`src/rtl/cmp_pkg.sv`:
```
// Shared definitions for the serial magnitude comparator: FSM states,
// nibble width and the one-hot {LT, EQ, GT} result encoding.
package cmp_pkg;

    localparam int NIBBLE_W = 4;

    typedef enum logic [1:0] {
        ST_IDLE = 2'd0,
        ST_RUN  = 2'd1,
        ST_FIN  = 2'd2
    } state_t;

    // Bit order is {LT, EQ, GT}
    typedef logic [2:0] result_t;

    localparam result_t RES_NONE = 3'b000;
    localparam result_t RES_LT   = 3'b100;
    localparam result_t RES_EQ   = 3'b010;
    localparam result_t RES_GT   = 3'b001;

endpackage

```
`src/rtl/seq_magnitude_comparator_if.sv`:
```
// Start/done handshake bundle between a requester (master) and the
// serial comparator (slave).
interface seq_magnitude_comparator_if #(
    parameter int WIDTH = 16
) ();

    logic             START;
    logic [WIDTH-1:0] A;
    logic [WIDTH-1:0] B;
    logic             BUSY;
    logic             DONE;
    logic             LT_OUT;
    logic             EQ_OUT;
    logic             GT_OUT;

    modport master (
        output START, A, B,
        input  BUSY, DONE, LT_OUT, EQ_OUT, GT_OUT
    );

    modport slave (
        input  START, A, B,
        output BUSY, DONE, LT_OUT, EQ_OUT, GT_OUT
    );

endinterface

```
`src/rtl/seq_magnitude_comparator_nibble_cmp.sv`:
```
// Purely combinational unsigned comparison of two 4-bit values.
module nibble_cmp
    import cmp_pkg::*;
(
    input  logic [NIBBLE_W-1:0] i_a,
    input  logic [NIBBLE_W-1:0] i_b,
    output logic                o_lt,
    output logic                o_eq,
    output logic                o_gt
);

    assign o_lt = (i_a <  i_b);
    assign o_eq = (i_a == i_b);
    assign o_gt = (i_a >  i_b);

endmodule

```
`src/rtl/seq_magnitude_comparator.sv`:
```
// Serial unsigned magnitude comparator: walks A and B one nibble per clock,
// most-significant first, and stops at the first nibble that differs.
module seq_magnitude_comparator
    import cmp_pkg::*;
#(
    parameter int WIDTH = 16
) (
    input  logic                      CLK,
    input  logic                      RST_N,
    seq_magnitude_comparator_if.slave bus
);

    localparam int NIBBLES = WIDTH / NIBBLE_W;
    // Keep the counter at least one bit wide so WIDTH=4 still elaborates
    localparam int CNT_W   = (NIBBLES > 1) ? $clog2(NIBBLES) : 1;

    state_t           r_state;
    state_t           w_state_next;
    logic [WIDTH-1:0] r_a;
    logic [WIDTH-1:0] r_b;
    logic [WIDTH-1:0] w_a_next;
    logic [WIDTH-1:0] w_b_next;
    logic [CNT_W-1:0] r_cnt;
    logic [CNT_W-1:0] w_cnt_next;
    result_t          r_res;
    result_t          w_res_next;

    logic             w_lt;
    logic             w_eq;
    logic             w_gt;

    // Only the top nibble of each shift register is ever compared
    nibble_cmp u_nibble_cmp (
        .i_a  (r_a[WIDTH-1 -: NIBBLE_W]),
        .i_b  (r_b[WIDTH-1 -: NIBBLE_W]),
        .o_lt (w_lt),
        .o_eq (w_eq),
        .o_gt (w_gt)
    );

    // State, shift registers, counter and result; reset aborts everything
    always_ff @(posedge CLK or negedge RST_N) begin
        if (!RST_N) begin
            r_state <= ST_IDLE;
            r_a     <= '0;
            r_b     <= '0;
            r_cnt   <= '0;
            r_res   <= RES_NONE;
        end else begin
            r_state <= w_state_next;
            r_a     <= w_a_next;
            r_b     <= w_b_next;
            r_cnt   <= w_cnt_next;
            r_res   <= w_res_next;
        end
    end

    // Next-state and datapath updates; START is only honoured outside RUN
    always_comb begin
        w_state_next = r_state;
        w_a_next     = r_a;
        w_b_next     = r_b;
        w_cnt_next   = r_cnt;
        w_res_next   = r_res;

        case (r_state)
            ST_IDLE, ST_FIN: begin
                if (bus.START) begin
                    w_a_next     = bus.A;
                    w_b_next     = bus.B;
                    w_cnt_next   = CNT_W'(NIBBLES - 1);
                    w_res_next   = RES_NONE;
                    w_state_next = ST_RUN;
                end else begin
                    w_state_next = ST_IDLE;
                end
            end

            ST_RUN: begin
                if (w_gt) begin
                    w_res_next   = RES_GT;
                    w_state_next = ST_FIN;
                end else if (w_lt) begin
                    w_res_next   = RES_LT;
                    w_state_next = ST_FIN;
                end else if (w_eq && (r_cnt == '0)) begin
                    w_res_next   = RES_EQ;
                    w_state_next = ST_FIN;
                end else begin
                    w_a_next     = r_a << NIBBLE_W;
                    w_b_next     = r_b << NIBBLE_W;
                    w_cnt_next   = r_cnt - CNT_W'(1);
                end
            end

            default: begin
                w_state_next = ST_IDLE;
            end
        endcase
    end

    // All outputs come straight from registers
    assign bus.BUSY   = (r_state == ST_RUN);
    assign bus.DONE   = (r_state == ST_FIN);
    assign bus.LT_OUT = r_res[2];
    assign bus.EQ_OUT = r_res[1];
    assign bus.GT_OUT = r_res[0];

endmodule

```
`src/flat_wrapper.sv`:
```
// flat-port wrapper written by rule: the top's interface ports become plain ports
module seq_magnitude_comparator_flat import cmp_pkg::*;
#(
    parameter int WIDTH = 16
)
  (CLK, RST_N, bus_START, bus_A, bus_B, bus_BUSY, bus_DONE, bus_LT_OUT, bus_EQ_OUT, bus_GT_OUT);
  seq_magnitude_comparator_if #(.WIDTH(WIDTH)) bus_i ();
  input  logic CLK;
  input  logic RST_N;
  input wire logic [$bits(bus_i.START)-1:0] bus_START;
  input wire logic [$bits(bus_i.A)-1:0] bus_A;
  input wire logic [$bits(bus_i.B)-1:0] bus_B;
  output wire logic [$bits(bus_i.BUSY)-1:0] bus_BUSY;
  output wire logic [$bits(bus_i.DONE)-1:0] bus_DONE;
  output wire logic [$bits(bus_i.LT_OUT)-1:0] bus_LT_OUT;
  output wire logic [$bits(bus_i.EQ_OUT)-1:0] bus_EQ_OUT;
  output wire logic [$bits(bus_i.GT_OUT)-1:0] bus_GT_OUT;
  assign bus_i.START = bus_START;
  assign bus_i.A = bus_A;
  assign bus_i.B = bus_B;
  assign bus_BUSY = bus_i.BUSY;
  assign bus_DONE = bus_i.DONE;
  assign bus_LT_OUT = bus_i.LT_OUT;
  assign bus_EQ_OUT = bus_i.EQ_OUT;
  assign bus_GT_OUT = bus_i.GT_OUT;
  seq_magnitude_comparator #(.WIDTH(WIDTH)) u_core (.CLK(CLK), .RST_N(RST_N), .bus(bus_i));
endmodule
```
`config.mk`:
```
export PLATFORM = sky130hd
export DESIGN_NAME = seq_magnitude_comparator_flat
export DESIGN_NICKNAME = d
export VERILOG_FILES = /design/src/rtl/cmp_pkg.sv /design/src/rtl/seq_magnitude_comparator_if.sv /design/src/rtl/seq_magnitude_comparator_nibble_cmp.sv /design/src/rtl/seq_magnitude_comparator.sv /design/src/flat_wrapper.sv
export SDC_FILE = /design/constraint.sdc
export NUM_CORES = 1
export LEC_CHECK = 0
export CAP_MARGIN = 20
export CORE_ASPECT_RATIO = 0.5
export CORE_MARGIN = 4
export CORE_UTILIZATION = 45
export CTS_CLUSTER_SIZE = 24
export DETAILED_ROUTE_END_ITERATION = 12
export GPL_ROUTABILITY_DRIVEN = 0
export PLACE_DENSITY = 0.78
export SYNTH_ARGS = -nofsm -noshare
export SYNTH_HDL_FRONTEND = slang
export SYNTH_HIERARCHICAL = 1
export SYNTH_SLANG_ARGS = --single-unit
```
`constraint.sdc`:
```
create_clock -name CLK -period 2.69 [get_ports CLK]
set_input_delay 0.807 -clock CLK [delete_from_list [all_inputs] [get_ports CLK]]
set_output_delay 0.807 -clock CLK [all_outputs]
set_load 0.1 [all_outputs]
```
==> results.cfg <==
[run_status]
status = completed

[yosys]
synthAdderAreaFrac = 0.0308
yosysTopAreaCellShare = 0.481
seq_area_frac_synth = 0.481
syn_inst = 190
avgSynthCellArea_sq_um = 10.7
synthXorXnorAreaFrac = 0
synth_area_sq_um = 2030
synth_area_leaders = dfrtp_1 (48%), o32ai_2 (16%), a21oi_1 (6.2%), nor2_1 (4.6%), nand2_1 (3.5%)
synth_top_family_by_area = compound AO/OA/AOI/OAI gates
synth_compound_area_frac = 0.303
synth-warning-count = 6
synthSimpleGateAreaFrac = 0.119
syn_nets = 230
synth_area_leader_cell = dfrtp_1
synth_cell_types = 31
ys_ff_latch = 39
synth_mux_area_frac = 0.00555

[die]
num_rows = 16
start_util = 0.492
ioPinCount = 40
die_y_um = 55.5
core_sq_um = 4120
die_w_um = 103
die_area_sq_um = 5720

[min_path]
hold_class = flip-flop to flip-flop
hp-start = u_core/r_res[1]
min_path_cells = 1
min_to = u_core/r_res[1]

[global_route]
overflow = 0
grt_pass1_vias = 1643
gr-max-usage-layer = met2
grtUsageTotal = 0.172
grt_util_met2 = 0.287
grtUsageMet1 = 0.217
grt_pass1_wl_um = 7730
grt_start_max_net_pins = 40
gr-usage-met3 = 0.0452
antenna_found_initial = 0

[power]
ir_drop_mv = 0.681
leakagePower_nw = 1.03
power_density_nw_per_um2 = 1300

[route]
first_pass_iters = 4
wl_um = 4500
antenna_left = 0
drtIter0Drc = 87
via_per_inst = 5.62
vias = 1580
remaining_drc_errors = 0
wl_per_cell_um = 16.0

[clock_tree]
cts_tree = yes
cts-htree-levels = 2
clock_path_buffers = 2
cts_setup_buffers = 0
worstSkewPairLatency_ns = 0.29
cts_buffers = 5
cts-root-buf = clkbuf_8
cts_resized = 0
ctsHoldBuffers = 0
clk_pin_slew_worst_paths_ns = 0.07
cts.sinks = 39

[sta]
slew-limit-headroom = 0.435
worstMarginPinSlew_ns = 0.847
slew_violations = 0
grt_setup_unrepaired = false
hold_violations = 0
max_freq_ghz = 0.455
fin_setup_tns_ns = 0
finalCriticalPeriod_ns = 2.20
layout_setup_ws_ns = 0.494
fin_skew_ns = 0.00621
setup_viol = 0
period_share = 0.816

[worst_setup_path]
cpPeakStageDelay_ns = 0.38
cp-end-kind = flip-flop
criticalPathCategory = flip-flop to flip-flop
critPathSlowestCell = dfrtp_1
cp_cell_sequence = inv_1 > ha_1 > nor2b_4 > o21bai_4 > and2_1 > a211oi_2 > nand2_2 > buf_4 > a31oi_1
crit_path_start_kind = flip-flop
r2r_cells = 9
worst_r2r_startpoint = u_core/r_b[13]
cp_max_fo = 14
cp.arrival_ns = 2.41
crit_start = u_core/r_b[13]
cp.required_ns = 2.90
regToRegSetupSlack_ns = 0.49
r2r_end = u_core/r_cnt[1]

[cells_and_area]
instances_no_fill = 281
fillers = 345
syn_to_final_growth_pct = 24.6
final_cell_mix = dfrtp_1 (39), clkdlybuf4s50_1 (33), nor2_1 (25), a21oi_1 (25), o32ai_2 (20)
fin_area_sq_um = 2530
layout_commonest_cell = dfrtp_1
nNetsFinal = 267
n_antenna_cell = 0
drive_gt1_frac = 0.216

[placed_design]
dp_slack_ns = 0.524
port_buffers = 39
dpl.hpwl_um = 3220
post_dp_cell_area_sq_um = 2440
dp.cells = 274

[run]
maxCapViolCount = 0
[kinds of logic after synthesis]
logic type	count (synthesis)
compound gates	66
flops	39
fa+ha+maj	5
buf+inv	24
simple gates	55
mux	1
[area by class of cell]
| class | instances | area [sq um] | share of cell area |
|---|---|---|---|
| clock buffers | 6 | 82.6 | 0.0326 |
| clock inverters | 1 | 5.00 | 0.00198 |
| inverters | 8 | 30.0 | 0.0119 |
| multi-input cells | 127 | 932 | 0.368 |
| flip-flops and latches | 39 | 976 | 0.386 |
| well taps | 54 | 67.6 | 0.0267 |
| repair buffers | 46 | 438 | 0.173 |
[metrics by stage]
| step | hold WS (ns) | power, mW | utilization |
|---|---|---|---|
| after CTS | 0.532 | 3.31 | 0.614 |
| after global placement | 0.490 | 2.84 | 0.593 |
| after global routing | 0.546 | 3.55 | 0.614 |
| after floorplan | 0.490 | 2.53 | - |
| final | 0.522 | 3.30 | 0.614 |
| after detailed placement | 0.517 | 2.91 | 0.593 |
[registers in the layout, summed over array words and instances, names as in the netlist]
name and cells:
u_core/r_state 2, u_core/r_cnt 2, u_core/r_a 16, u_core/r_b 16, u_core/r_res 3
[how the worst max path moves through the flow]
| stage | to |
|---|---|
| 2_1_floorplan | bus_DONE |
| 3_3_place_gp | u_core/r_cnt[1] |
| 3_5_place_dp | u_core/r_cnt[1] |
| 4_1_cts | u_core/r_cnt[1] |
| 5_1_grt | u_core/r_cnt[1] |
| 6_report | u_core/r_cnt[1] |
[routing by layer]
layer | part of all wire | routed length, um | vias up
met5 | 0 | 0 | -
met4 | 0.012 | 53 | 0
met3 | 0.042 | 190 | 6
met2 | 0.51 | 2310 | 32
met1 | 0.43 | 1940 | 787
li1 | - | - | 755
[cells in the mapped netlist, drive strengths merged]
library cell  instances
o21bai                1
a21oi                26
a211o                 1
nand2                20
a31o                  1
a32o                  2
buf                  14
nand2b                2
nor2b                 4
clkbuf                2
and2                  1
o32ai                24
dfrtp                39
mux2                  1
and3                  1
a211oi                1
nor4                  1
inv                   8
a31oi                 1
nor2                 26
o21ai                 9
ha                    5
[report_power, final]
group	internal [mW]	switching [mW]	leakage (nW)	total [mW]
Clock	0.201	0.196	0.0470	0.397
Combinational	0.677	1.17	0.533	1.85
Sequential	0.871	0.187	0.450	1.06
[worst max-delay path: cells and delay by family (launching register included)]
family                     cells  cell delay [ns]
AOI/OAI and AO/OA              3             0.53
and+or+nand+nor                3             0.59
adders and majority gates      1             0.29
buffers and inverters          2             0.33
DFF                            1             0.38
(Power assumes the default switching activity.)
